<file path="config.mk">
export PLATFORM = sky130hd
export DESIGN_NAME = conv_interleaver
export DESIGN_NICKNAME = d
export VERILOG_FILES = /design/src/rtl/conv_interleaver.sv
export SDC_FILE = /design/constraint.sdc
export NUM_CORES = 1
export LEC_CHECK = 0
export CAP_MARGIN = 20
export CORE_UTILIZATION = 29
export CTS_BUF_LIST = sky130_fd_sc_hd__clkbuf_16
export DETAILED_ROUTE_END_ITERATION = 10
export GPL_TIMING_DRIVEN = 0
export PLACE_DENSITY_LB_ADDON = 0.08
export SYNTH_ARGS = -nofsm -noshare
export SYNTH_HDL_FRONTEND = slang
export SYNTH_SLANG_ARGS = --single-unit
</file>
<file path="constraint.sdc">
create_clock -name clk -period 4.8 [get_ports clk]
set_input_delay 0.96 -clock clk [delete_from_list [all_inputs] [get_ports clk]]
set_output_delay 0.96 -clock clk [all_outputs]
set_load 0.01 [all_outputs]
</file>
<file path="src/rtl/conv_interleaver.sv">
// Convolutional (Forney) interleaver / deinterleaver: a round-robin commutator
// feeds BRANCHES shift registers of depth i*M (MODE=0) or (BRANCHES-1-i)*M (MODE=1).
module conv_interleaver #(
    parameter int WIDTH    = 8,
    parameter int BRANCHES = 4,
    parameter int M        = 2,
    parameter int MODE     = 0
) (
    input  logic                         clk,
    input  logic                         reset,
    input  logic                         sync_clr,
    input  logic                         in_valid,
    input  logic [WIDTH-1:0]             in_data,
    output logic                         out_valid,
    output logic [WIDTH-1:0]             out_data,
    output logic [$clog2(BRANCHES)-1:0]  branch_idx
);

    localparam int IDX_W = $clog2(BRANCHES);
    localparam logic [IDX_W-1:0] LAST_IDX = IDX_W'(BRANCHES - 1);

    logic [IDX_W-1:0] branch_idx_q, branch_idx_d;
    logic             out_valid_q, out_valid_d;
    logic [WIDTH-1:0] out_data_q, out_data_d;

    logic [WIDTH-1:0] oldest [BRANCHES];
    logic [WIDTH-1:0] sel_data;

    for (genvar g = 0; g < BRANCHES; g++) begin : g_branch
        localparam int DEP = (MODE == 0) ? g * M : (BRANCHES - 1 - g) * M;

        logic adv;
        assign adv = in_valid && !sync_clr && (branch_idx_q == IDX_W'(g));

        if (DEP == 0) begin : g_bypass
            // A zero-depth branch hands the incoming symbol straight through.
            assign oldest[g] = in_data;
        end else begin : g_fifo
            logic [WIDTH-1:0] sr_q [DEP];

            always_ff @(posedge clk or posedge reset) begin
                if (reset) begin
                    for (int k = 0; k < DEP; k++) sr_q[k] <= '0;
                end else if (sync_clr) begin
                    for (int k = 0; k < DEP; k++) sr_q[k] <= '0;
                end else if (adv) begin
                    for (int k = DEP - 1; k > 0; k--) sr_q[k] <= sr_q[k-1];
                    sr_q[0] <= in_data;
                end
            end

            assign oldest[g] = sr_q[DEP-1];
        end
    end

    always_comb begin
        sel_data = '0;
        for (int b = 0; b < BRANCHES; b++) begin
            if (branch_idx_q == IDX_W'(b)) sel_data = oldest[b];
        end
    end

    always_comb begin
        branch_idx_d = branch_idx_q;
        out_valid_d  = 1'b0;
        out_data_d   = out_data_q;
        if (sync_clr) begin
            branch_idx_d = '0;
            out_data_d   = '0;
        end else if (in_valid) begin
            out_valid_d  = 1'b1;
            out_data_d   = sel_data;
            branch_idx_d = (branch_idx_q == LAST_IDX) ? '0 : branch_idx_q + 1'b1;
        end
    end

    always_ff @(posedge clk or posedge reset) begin
        if (reset) begin
            branch_idx_q <= '0;
            out_valid_q  <= 1'b0;
            out_data_q   <= '0;
        end else begin
            branch_idx_q <= branch_idx_d;
            out_valid_q  <= out_valid_d;
            out_data_q   <= out_data_d;
        end
    end

    assign out_valid  = out_valid_q;
    assign out_data   = out_data_q;
    assign branch_idx = branch_idx_q;

endmodule

</file>
==> impl_metrics.csv, run 1 <==
group,metric,value,unit
routing,via_per_inst,4.66,
finish,proportion_of_layout_cells_with_a_drive_suffix_above_1,7.79,%
synthesis,yosys_warnings,0,
sta,timing.clock.skew,0.00620,ns
finish,final_cell_count_no_fill,742,
setup_path,critPathCaptureType,"register",
die,die_width,129,µm
cts,cts.repair.resized,0,
global_route,track_usage,15.8,%
setup_path,worst_r2r_endpoint,"out_data[3]",
die,die-height,129,µm
finish,final_cell_area,5510,µm²
hold_path,timing.hold.worst_path_depth,2,
placed_design,preCtsSetupSlack,2.04,ns
routing,detail_route.wirelength.met1,6010,µm
placed_design,numPlacedInstances,726,
finish,diodes,0,
sta,post-route-worst-setup-slack,2.45,ns
synthesis,synth_edf_count,0,
cts,ctsHtreeMaxLevel,3,
global_route,pin_count_of_the_biggest_net_entering_global_routing,63,
status,status,"finished, final reports clean",
sta,clock.fmax,426,MHz
routing,drt_first_iter_violations,234,
synthesis,synth.distinct_cells,22,
power_and_ir_drop,maximum_vdd_drop,0.000159,V
placed_design,gp_congestion,0.755,
global_route,grt_pass1_wl,19400,µm
die,core-area,15800,µm²
placed_design,dp_hpwl,8130,µm
hold_path,min_delay_worst_endpoint,"g_branch[2].g_fifo.sr_q[15]",
sta,final_hold_viols,0,
setup_path,cp-start-kind,"input pin",
sta,timing.final.max_slew_violations,0,
synthesis,synth_seq_cells,107,
placed_design,placed_cell_area,5220,µm²
cts,tritoncts_clock_tree,"yes",
cts,cts_root_buffer,"clkbuf_16",
sta,finalCritPeriodShare,48.9,%
cts,clkLatencyLatePin,0.35,ns
sta,timing.final.setup_violations,0,
synthesis,proportion_of_register_bits_with_asynchronous_set_or_reset_after_synthesis,100,%
setup_path,critical_path.max_fanout,10,
synthesis,dominantRegCellSynth,"dfrtp_1",
setup_path,worstPathArrival,2.59,ns
synthesis,ys_top_cells_by_count,"dfrtp_1 (107), nand2_1 (104), nand2b_1 (98)",
finish,filler_cell_count,1630,
setup_path,regToRegStartpoint,"branch_idx[0]",
synthesis,synth_cells,487,
die,initial_utilization,29.7,%
cts,clockBufferDepth,2,
global_route,grt_overflow_total,0,
routing,dr_total_vias,3455,
routing,number_of_remaining_drc_errors,0,
power_and_ir_drop,leakage,2.34,nW
sta,rsz0062_at_grt,"false",
finish,fin_nets,537,
hold_path,hold_path_class,"reg -> reg",
sta,timing.hold.ws,0.481,ns
setup_path,reg2reg_slack,3.00,ns
finish,post_layout_utilization_of_the_core,34.8,%
routing,top_sig_layer,"met4",
setup_path,timing.reg2reg.worst_path_depth,6,
routing,drt-total-wl,12000,µm
power_and_ir_drop,powerDensity,330,nW/µm²
die,die_ar,16700,µm²
routing,detail_route.first_pass.iterations,4,
placed_design,io_buffer_count,22,
sta,period_minus_slack,2.35,ns
synthesis,mappedNetlistArea,4700,µm²
routing,final_antenna_net_count,0,
power_and_ir_drop,report.power.total,1.82,mW
synthesis,synth_largest_type_area_fraction,57.0,%
run,timing.max_cap.violations,0,
die,core.rowCount,46,
setup_path,crit_type,"in -> reg",
synthesis,synth_area_per_cell,9.64,µm²
cts,post_cts_buffers,0,
sta,setup-tns-final,0,ns
cts,clkTransAtPathRegs,0.07,ns
synthesis,synth_area_leader_cell,"dfrtp_1",
synthesis,yosysMostFrequentCell,"dfrtp_1",
finish,flow.area_growth_from_synthesis,17.3,%
synthesis,yosysSeqAreaShare,57.0,%
hold_path,min_from,"g_branch[2].g_fifo.sr_q[23]",
cts,cts_buffers,9,
synthesis,yosys-top-cells-area,"dfrtp_1 (57%), nand2b_1 (13%), o21ai_0 (8.3%)",
sta,slew_headroom,58.8,%
cts,cts_hold_buf,0,
routing,routedWlPerCell,16.2,µm
global_route,first_global_vias,3515,
cts,clock_sinks,107,
synthesis,postSynthNetCount,503,
routing,detailroute.wirelength.met2,5460,µm
sta,worst-slew-pin-transition,0.618,ns
global_route,number_of_antenna_violations_at_the_first_check_in_global_routing,0,
setup_path,data_required_time_of_the_critical_path,5.04,ns
routing,met3RoutedLength,382,µm
die,io_pins,23,
## critical path: stages
cell and delay (ns):
clkdlybuf4s50_1 0.50, buf_2 0.26, buf_2 0.28, clkbuf_1 0.35, nand2b_1 0.17, o21ai_1 0.06
## power by group
part           switching, mW  total [mW]  internal, mW
sequential           0.00963       0.925         0.915
combinational         0.0865       0.149        0.0627
clock                  0.342       0.746         0.404
total                  0.438        1.82          1.38
## cell type report
cell class              instances  area (µm²)  share of cell area (%)
repair buffers                 23         248                    4.49
clock inverters                 7        68.8                    1.25
well taps                     216         270                    4.90
inverters                       5        21.3                   0.386
flip-flops and latches        107        2680                    48.6
plain buffers                  38         211                    3.84
clock buffers                   9         225                    4.09
multi-input cells             337        1790                    32.5
## cells by family (layout without fill, tap and decap cells)
kind of cell             count (synthesis)  in the layout  synth area share, %
buffers and inverters                   43             82                 4.90
AND/OR/NAND/NOR                        211            211                 22.6
multiplexers                             1              1                0.213
XOR/XNOR                                 1              1                0.187
AO/OA/AOI/OAI                          120            120                 14.1
flip-flops                             107            107                 57.0
adder cells (fa/ha/maj)                  4              4                 1.07
## registers in the layout (all words and copies together) (netlist names)
| register | flops |
|---|---|
| g_branch.g_fifo.sr_q | 96 |
| out_data | 8 |
| branch_idx | 2 |
| out_valid | 1 |
## worst max-delay path by stage
stage              from                     endpoint  slack (ns)  depth (start not counted)
2_1_floorplan     reset                branch_idx[0]        1.02                          1
3_3_place_gp      reset  g_branch[1].g_fifo.sr_q[12]       -0.85                          2
3_5_place_dp   sync_clr  g_branch[3].g_fifo.sr_q[18]        2.04                          6
4_1_cts        sync_clr  g_branch[3].g_fifo.sr_q[14]        2.41                          6
5_1_grt        sync_clr   g_branch[3].g_fifo.sr_q[9]        2.23                          6
6_report       sync_clr  g_branch[3].g_fifo.sr_q[18]        2.45                          6
## layout by cell type, fill, tap and decap left out, drive strengths merged
| cell | count |
|---|---|
| nor2 | 3 |
| inv | 8 |
| bufinv | 1 |
| nand2 | 104 |
| dfrtp | 107 |
| ha | 4 |
| buf | 20 |
| clkdlybuf4s50 | 22 |
| or2 | 1 |
| clkbuf | 28 |
| a221oi | 8 |
| o21ai | 96 |
| xnor2 | 1 |
| and3b | 3 |
| clkinv | 3 |
| nand2b | 98 |
| nor2b | 2 |
| mux2i | 1 |
| o22ai | 8 |
| o31ai | 8 |
## per-layer routing
metal  global-route usage (%)  vias up
li1                         -     1669
met1                     22.1     1733
met2                     24.1       44
met3                     3.34        9
met4                     5.40        0
met5                        0        -
No activity file was read; power rests on OpenSTA's default activity.
==> run 2, diff against run 1 <==
Clock period 4.8 ns to 2.2 ns, I/O delays scaled along.
==> impl_metrics.csv, run 2 (synthesis results as in run 1) <==
group,metric,value,unit
status,status,"finished, final reports clean",
setup_path,timing.reg2reg.worst_path_depth,6,
setup_path,critPathCaptureType,"register",
finish,fin_nets,538,
global_route,grt_overflow_total,0,
finish,mostFrequentLayoutCell,"dfrtp_1",
cts,ctsHtreeMaxLevel,3,
routing,final_antenna_net_count,0,
setup_path,worstPathArrival,2.04,ns
sta,rsz0062_at_grt,"false",
finish,proportion_of_layout_cells_with_a_drive_suffix_above_1,7.79,%
finish,largest_reg_flops,96,
cts,clockBufferDepth,2,
routing,drt_first_iter_violations,169,
cts,cts_hold_buf,0,
finish,mostFrequentLayoutCells,"dfrtp_1 (107), nand2_1 (104), nand2b_1 (98)",
run,timing.max_cap.violations,0,
finish,final_cell_area,5520,µm²
global_route,grt_util_met1,21.6,%
routing,detail_route.first_pass.iterations,5,
die,initial_utilization,29.7,%
placed_design,gp_congestion,0.730,
global_route,grt_pass1_wl,19700,µm
sta,worst-slew-pin-transition,0.674,ns
routing,dr_total_vias,3437,
hold_path,hold_path_class,"reg -> reg",
power_and_ir_drop,report.power.total,3.94,mW
setup_path,critical_path.max_fanout,8,
finish,regMostFlops,"g_branch.g_fifo.sr_q",
cts,tritoncts_clock_tree,"yes",
die,die_ar,16700,µm²
sta,finalCritPeriodShare,82.9,%
global_route,number_of_antenna_violations_at_the_first_check_in_global_routing,0,
sta,final_hold_viols,0,
global_route,grtUsageMet2,24.9,%
die,die_width,129,µm
die,core.rowCount,46,
setup_path,data_required_time_of_the_critical_path,2.42,ns
sta,period_minus_slack,1.82,ns
cts,clkTransAtPathRegs,0.07,ns
global_route,first_global_vias,3617,
hold_path,timing.hold.worst_path_depth,2,
cts,post_cts_buffers,0,
cts,cts_buffers,9,
global_route,global_route.usage.met3,3.30,%
routing,routedWlPerCell,16.2,µm
sta,clock.fmax,548,MHz
sta,slew_headroom,55.0,%
finish,diodes,0,
placed_design,preCtsSetupSlack,-0.0323,ns
routing,via_per_inst,4.63,
global_route,track_usage,15.9,%
placed_design,placed_cell_area,5230,µm²
power_and_ir_drop,leakage,2.33,nW
die,io_pins,23,
power_and_ir_drop,powerDensity,715,nW/µm²
global_route,pin_count_of_the_biggest_net_entering_global_routing,41,
global_route,grt_busiest_layer,"met2",
routing,number_of_remaining_drc_errors,0,
sta,timing.clock.skew,0.00592,ns
sta,timing.final.setup_violations,0,
die,die-height,129,µm
cts,cts_root_buffer,"clkbuf_16",
cts,clock_sinks,107,
power_and_ir_drop,maximum_vdd_drop,0.000312,V
cts,cts.repair.resized,0,
sta,post-route-worst-setup-slack,0.376,ns
setup_path,cp-start-kind,"register",
sta,timing.final.max_slew_violations,0,
placed_design,io_buffer_count,22,
finish,post_layout_utilization_of_the_core,34.8,%
routing,drt-total-wl,12000,µm
placed_design,dp_hpwl,8170,µm
cts,clkLatencyLatePin,0.35,ns
setup_path,reg2reg_slack,0.38,ns
die,core-area,15800,µm²
setup_path,crit_type,"reg -> reg",
finish,flow.area_growth_from_synthesis,17.4,%
==> run 2: cell types whose count changed in the layout (fill, tap and decap cells not counted) <==
| cell | before | now |
|---|---|---|
| buf_12 | 0 | 2 |
| clkinvlp_4 | 0 | 2 |
| clkinv_1 | 0 | 1 |
| inv_6 | 1 | 0 |
| buf_16 | 1 | 0 |
| inv_4 | 1 | 0 |
| clkinv_4 | 2 | 1 |
| inv_1 | 6 | 5 |
==> run 2: layout make-up <==
cell class	count	area, µm²
fill	1637	10300
sequential	107	2680
multi-input combinational	337	1790
tap	216	270
timing repair buffer	24	260
clock buffer	9	225
buffer	38	211
clock inverter	6	58.8
inverter	5	22.5
==> run 2: where the power goes <==
group          internal (mW)  leakage [nW]  switching (mW)  total, mW
Combinational          0.139         0.705           0.191      0.330
Sequential              2.00          1.49          0.0208       2.02
Clock                  0.869         0.140           0.726       1.60
Total                   3.01          2.33           0.938       3.94
==> run 2: stage by stage <==
stage	hold slack (ns)	instances	setup TNS, ns
2_1_floorplan	0.450	487	0
3_3_place_gp	0.464	725	-75.84
3_5_place_dp	0.468	727	-0.186
4_1_cts	0.487	742	0
5_1_grt	0.500	742	0
6_report	0.481	742	0
==> run 2: layer usage <==
| layer | up-vias | share of wire, % |
|---|---|---|
| met1 | 1696 | 49 |
| li1 | 1666 | - |
| met2 | 58 | 46 |
| met4 | 0 | 1.8 |
| met5 | - | 0 |
| met3 | 17 | 3.8 |
==> run 2: path summary, 6_finish.rpt <==
| check | startpoint | end |
|---|---|---|
| max | branch_idx[0] | out_data[3] |
| min | g_branch[3].g_fifo.sr_q[28] | g_branch[3].g_fifo.sr_q[20] |
| max reg2reg | branch_idx[0] | out_data[3] |
| min reg2reg | g_branch[3].g_fifo.sr_q[28] | g_branch[3].g_fifo.sr_q[20] |
| max in group asynchronous | reset | g_branch[2].g_fifo.sr_q[19] |
| min in group asynchronous | reset | g_branch[3].g_fifo.sr_q[10] |
==> run 2: critical path: stages, from the launching register on <==
cell      delay, ns
dfrtp_1        0.45
inv_1          0.10
ha_1           0.23
or2_2          0.29
clkbuf_1       0.22
a221oi_1       0.31
o31ai_1        0.10
==> run 3, diff against run 2 <==
Clock period 2.2 ns to 1.65 ns, I/O delays scaled along.
==> impl_metrics.csv, run 3 (synthesis results as in run 1) <==
group,metric,value,unit
run,timing.max_cap.violations,0,
routing,final_antenna_net_count,0,
sta,rsz0062_at_grt,"true",
die,io_pins,23,
cts,clkLatencyLatePin,0.35,ns
cts,cts_root_buffer,"clkbuf_16",
sta,period_minus_slack,1.59,ns
routing,drt_first_iter_violations,174,
die,initial_utilization,29.7,%
power_and_ir_drop,powerDensity,947,nW/µm²
setup_path,slowest_delay,0.55,ns
power_and_ir_drop,leakage,2.37,nW
setup_path,timing.critical_path.cells,"clkdlybuf4s50_1",
global_route,track_usage,15.9,%
die,core.rowCount,46,
finish,final_cell_area,5600,µm²
global_route,pin_count_of_the_biggest_net_entering_global_routing,41,
routing,via_per_inst,4.63,
routing,detail_route.first_pass.iterations,4,
cts,cts_buffers,9,
die,core-area,15800,µm²
finish,fin_nets,535,
setup_path,data_required_time_of_the_critical_path,1.32,ns
placed_design,dp_hpwl,8170,µm
cts,clockBufferDepth,2,
setup_path,worstPathArrival,1.26,ns
power_and_ir_drop,maximum_vdd_drop,0.000418,V
finish,seqCellArea,2680,µm²
setup_path,cpMaxStageDelayCell,"clkdlybuf4s50_1",
global_route,grt_pass1_wl,19700,µm
placed_design,placed_cell_area,5230,µm²
setup_path,critical_path.max_fanout,2,
sta,final_hold_viols,0,
global_route,grt_util_met1,21.7,%
cts,clkTransAtPathRegs,0.07,ns
sta,worst-slew-pin-transition,0.696,ns
cts,post_cts_buffers,0,
finish,flow.area_growth_from_synthesis,19.3,%
routing,drt-total-wl,12100,µm
cts,cts_hold_buf,0,
finish,mostFrequentLayoutCell,"dfrtp_1",
finish,proportion_of_layout_cells_with_a_drive_suffix_above_1,10.9,%
routing,dr_total_vias,3418,
global_route,number_of_antenna_violations_at_the_first_check_in_global_routing,0,
setup_path,timing.critical_path.max_delay_family,"buffers and inverters",
global_route,grtUsageMet2,25.0,%
finish,largest_reg_flops,96,
placed_design,gp_congestion,0.730,
global_route,global_route.usage.met3,3.30,%
finish,area_of_the_multi_input_gates,1850,µm²
finish,mostFrequentLayoutCells,"dfrtp_1 (106), nand2_1 (104), nand2b_1 (98)",
status,status,"finished, final reports clean",
die,die_width,129,µm
hold_path,hold_path_class,"in -> async",
placed_design,io_buffer_count,22,
sta,timing.final.max_slew_violations,0,
die,die-height,129,µm
routing,routedWlPerCell,16.4,µm
setup_path,critical_path_buf_inv_count,1,
cts,tritoncts_clock_tree,"yes",
die,die_ar,16700,µm²
sta,clock.fmax,630,MHz
sta,timing.clock.skew,0.00643,ns
sta,timing.final.setup_violations,0,
cts,ctsHtreeMaxLevel,3,
global_route,grt_overflow_total,0,
setup_path,crit_type,"reg -> out",
finish,filler_cell_count,1631,
global_route,first_global_vias,3601,
setup_path,critPathCaptureType,"output pin",
sta,slew_headroom,53.5,%
routing,number_of_remaining_drc_errors,0,
sta,setup-tns-final,0,ns
sta,finalCritPeriodShare,96.3,%
finish,diodes,0,
setup_path,cp-start-kind,"register",
global_route,grt_busiest_layer,"met2",
cts,clock_sinks,107,
finish,regMostFlops,"g_branch.g_fifo.sr_q",
[run 3: cell types whose count changed in the layout (fill, tap and decap cells not counted), moves of 3 or more]
cell      delta
buf_2        -6
a221oi_1     -7
buf_4        +3
clkbuf_1     -5
buf_6        +4
a221oi_2     +7
clkbuf_4     +3
[run 3: through the flow]
stage | worst slack (ns) | hold slack (ns) | instances | power (mW) | utilization (%)
finish | 0.0615 | 0.428 | 739 | 5.31 | 35.4
global route | -0.0194 | 0.485 | 739 | 5.56 | 35.4
CTS | -0.0271 | 0.446 | 741 | 5.37 | 35.0
detailed placement | -0.472 | 0.468 | 727 | 3.19 | 33.1
global placement | -1.16 | 0.464 | 725 | 3.18 | 32.8
floorplan | 0.0325 | 0.447 | 487 | 2.99 | -
[run 3: path summary, 6_finish.rpt]
check                                    from                           to  slack, ns  cells after the start
worst min-delay path                    reset  g_branch[3].g_fifo.sr_q[10]       0.43                      2
worst max register to register  branch_idx[0]  g_branch[3].g_fifo.sr_q[28]       0.11                      7
worst min register to register    out_data[3]                  out_data[3]       0.48                      2
min in group clk                  out_data[3]                  out_data[3]       0.48                      2
worst max-delay path              out_data[0]                  out_data[0]       0.06                      1
max in group asynchronous               reset  g_branch[2].g_fifo.sr_q[19]       0.30                      4
[run 3: per-layer routing]
layer	wire length, µm	vias to the layer above
li1	-	1660
met1	6020	1682
met2	5510	61
met3	408	15
met4	177	0
met5	0	-
[run 3: layout make-up]
cell class,count,area share [%]
sequential,107,47.8
multi-input combinational,337,32.9
tap,216,4.82
timing repair buffer,24,4.60
buffer,35,4.35
clock buffer,9,4.02
clock inverter,6,1.05
inverter,5,0.402
[run 3: timing repair]
item                                    4_1_cts  5_1_grt
pin swaps                                     0        2
endpoints found under the setup margin       35       66
resized for setup                            11       32
[run 3: power breakdown]
part	switching, mW	internal, mW	leakage (nW)
Clock	0.972	1.16	0.140
Combinational	0.274	0.211	0.740
Sequential	0.0284	2.66	1.49
Total	1.27	4.03	2.37
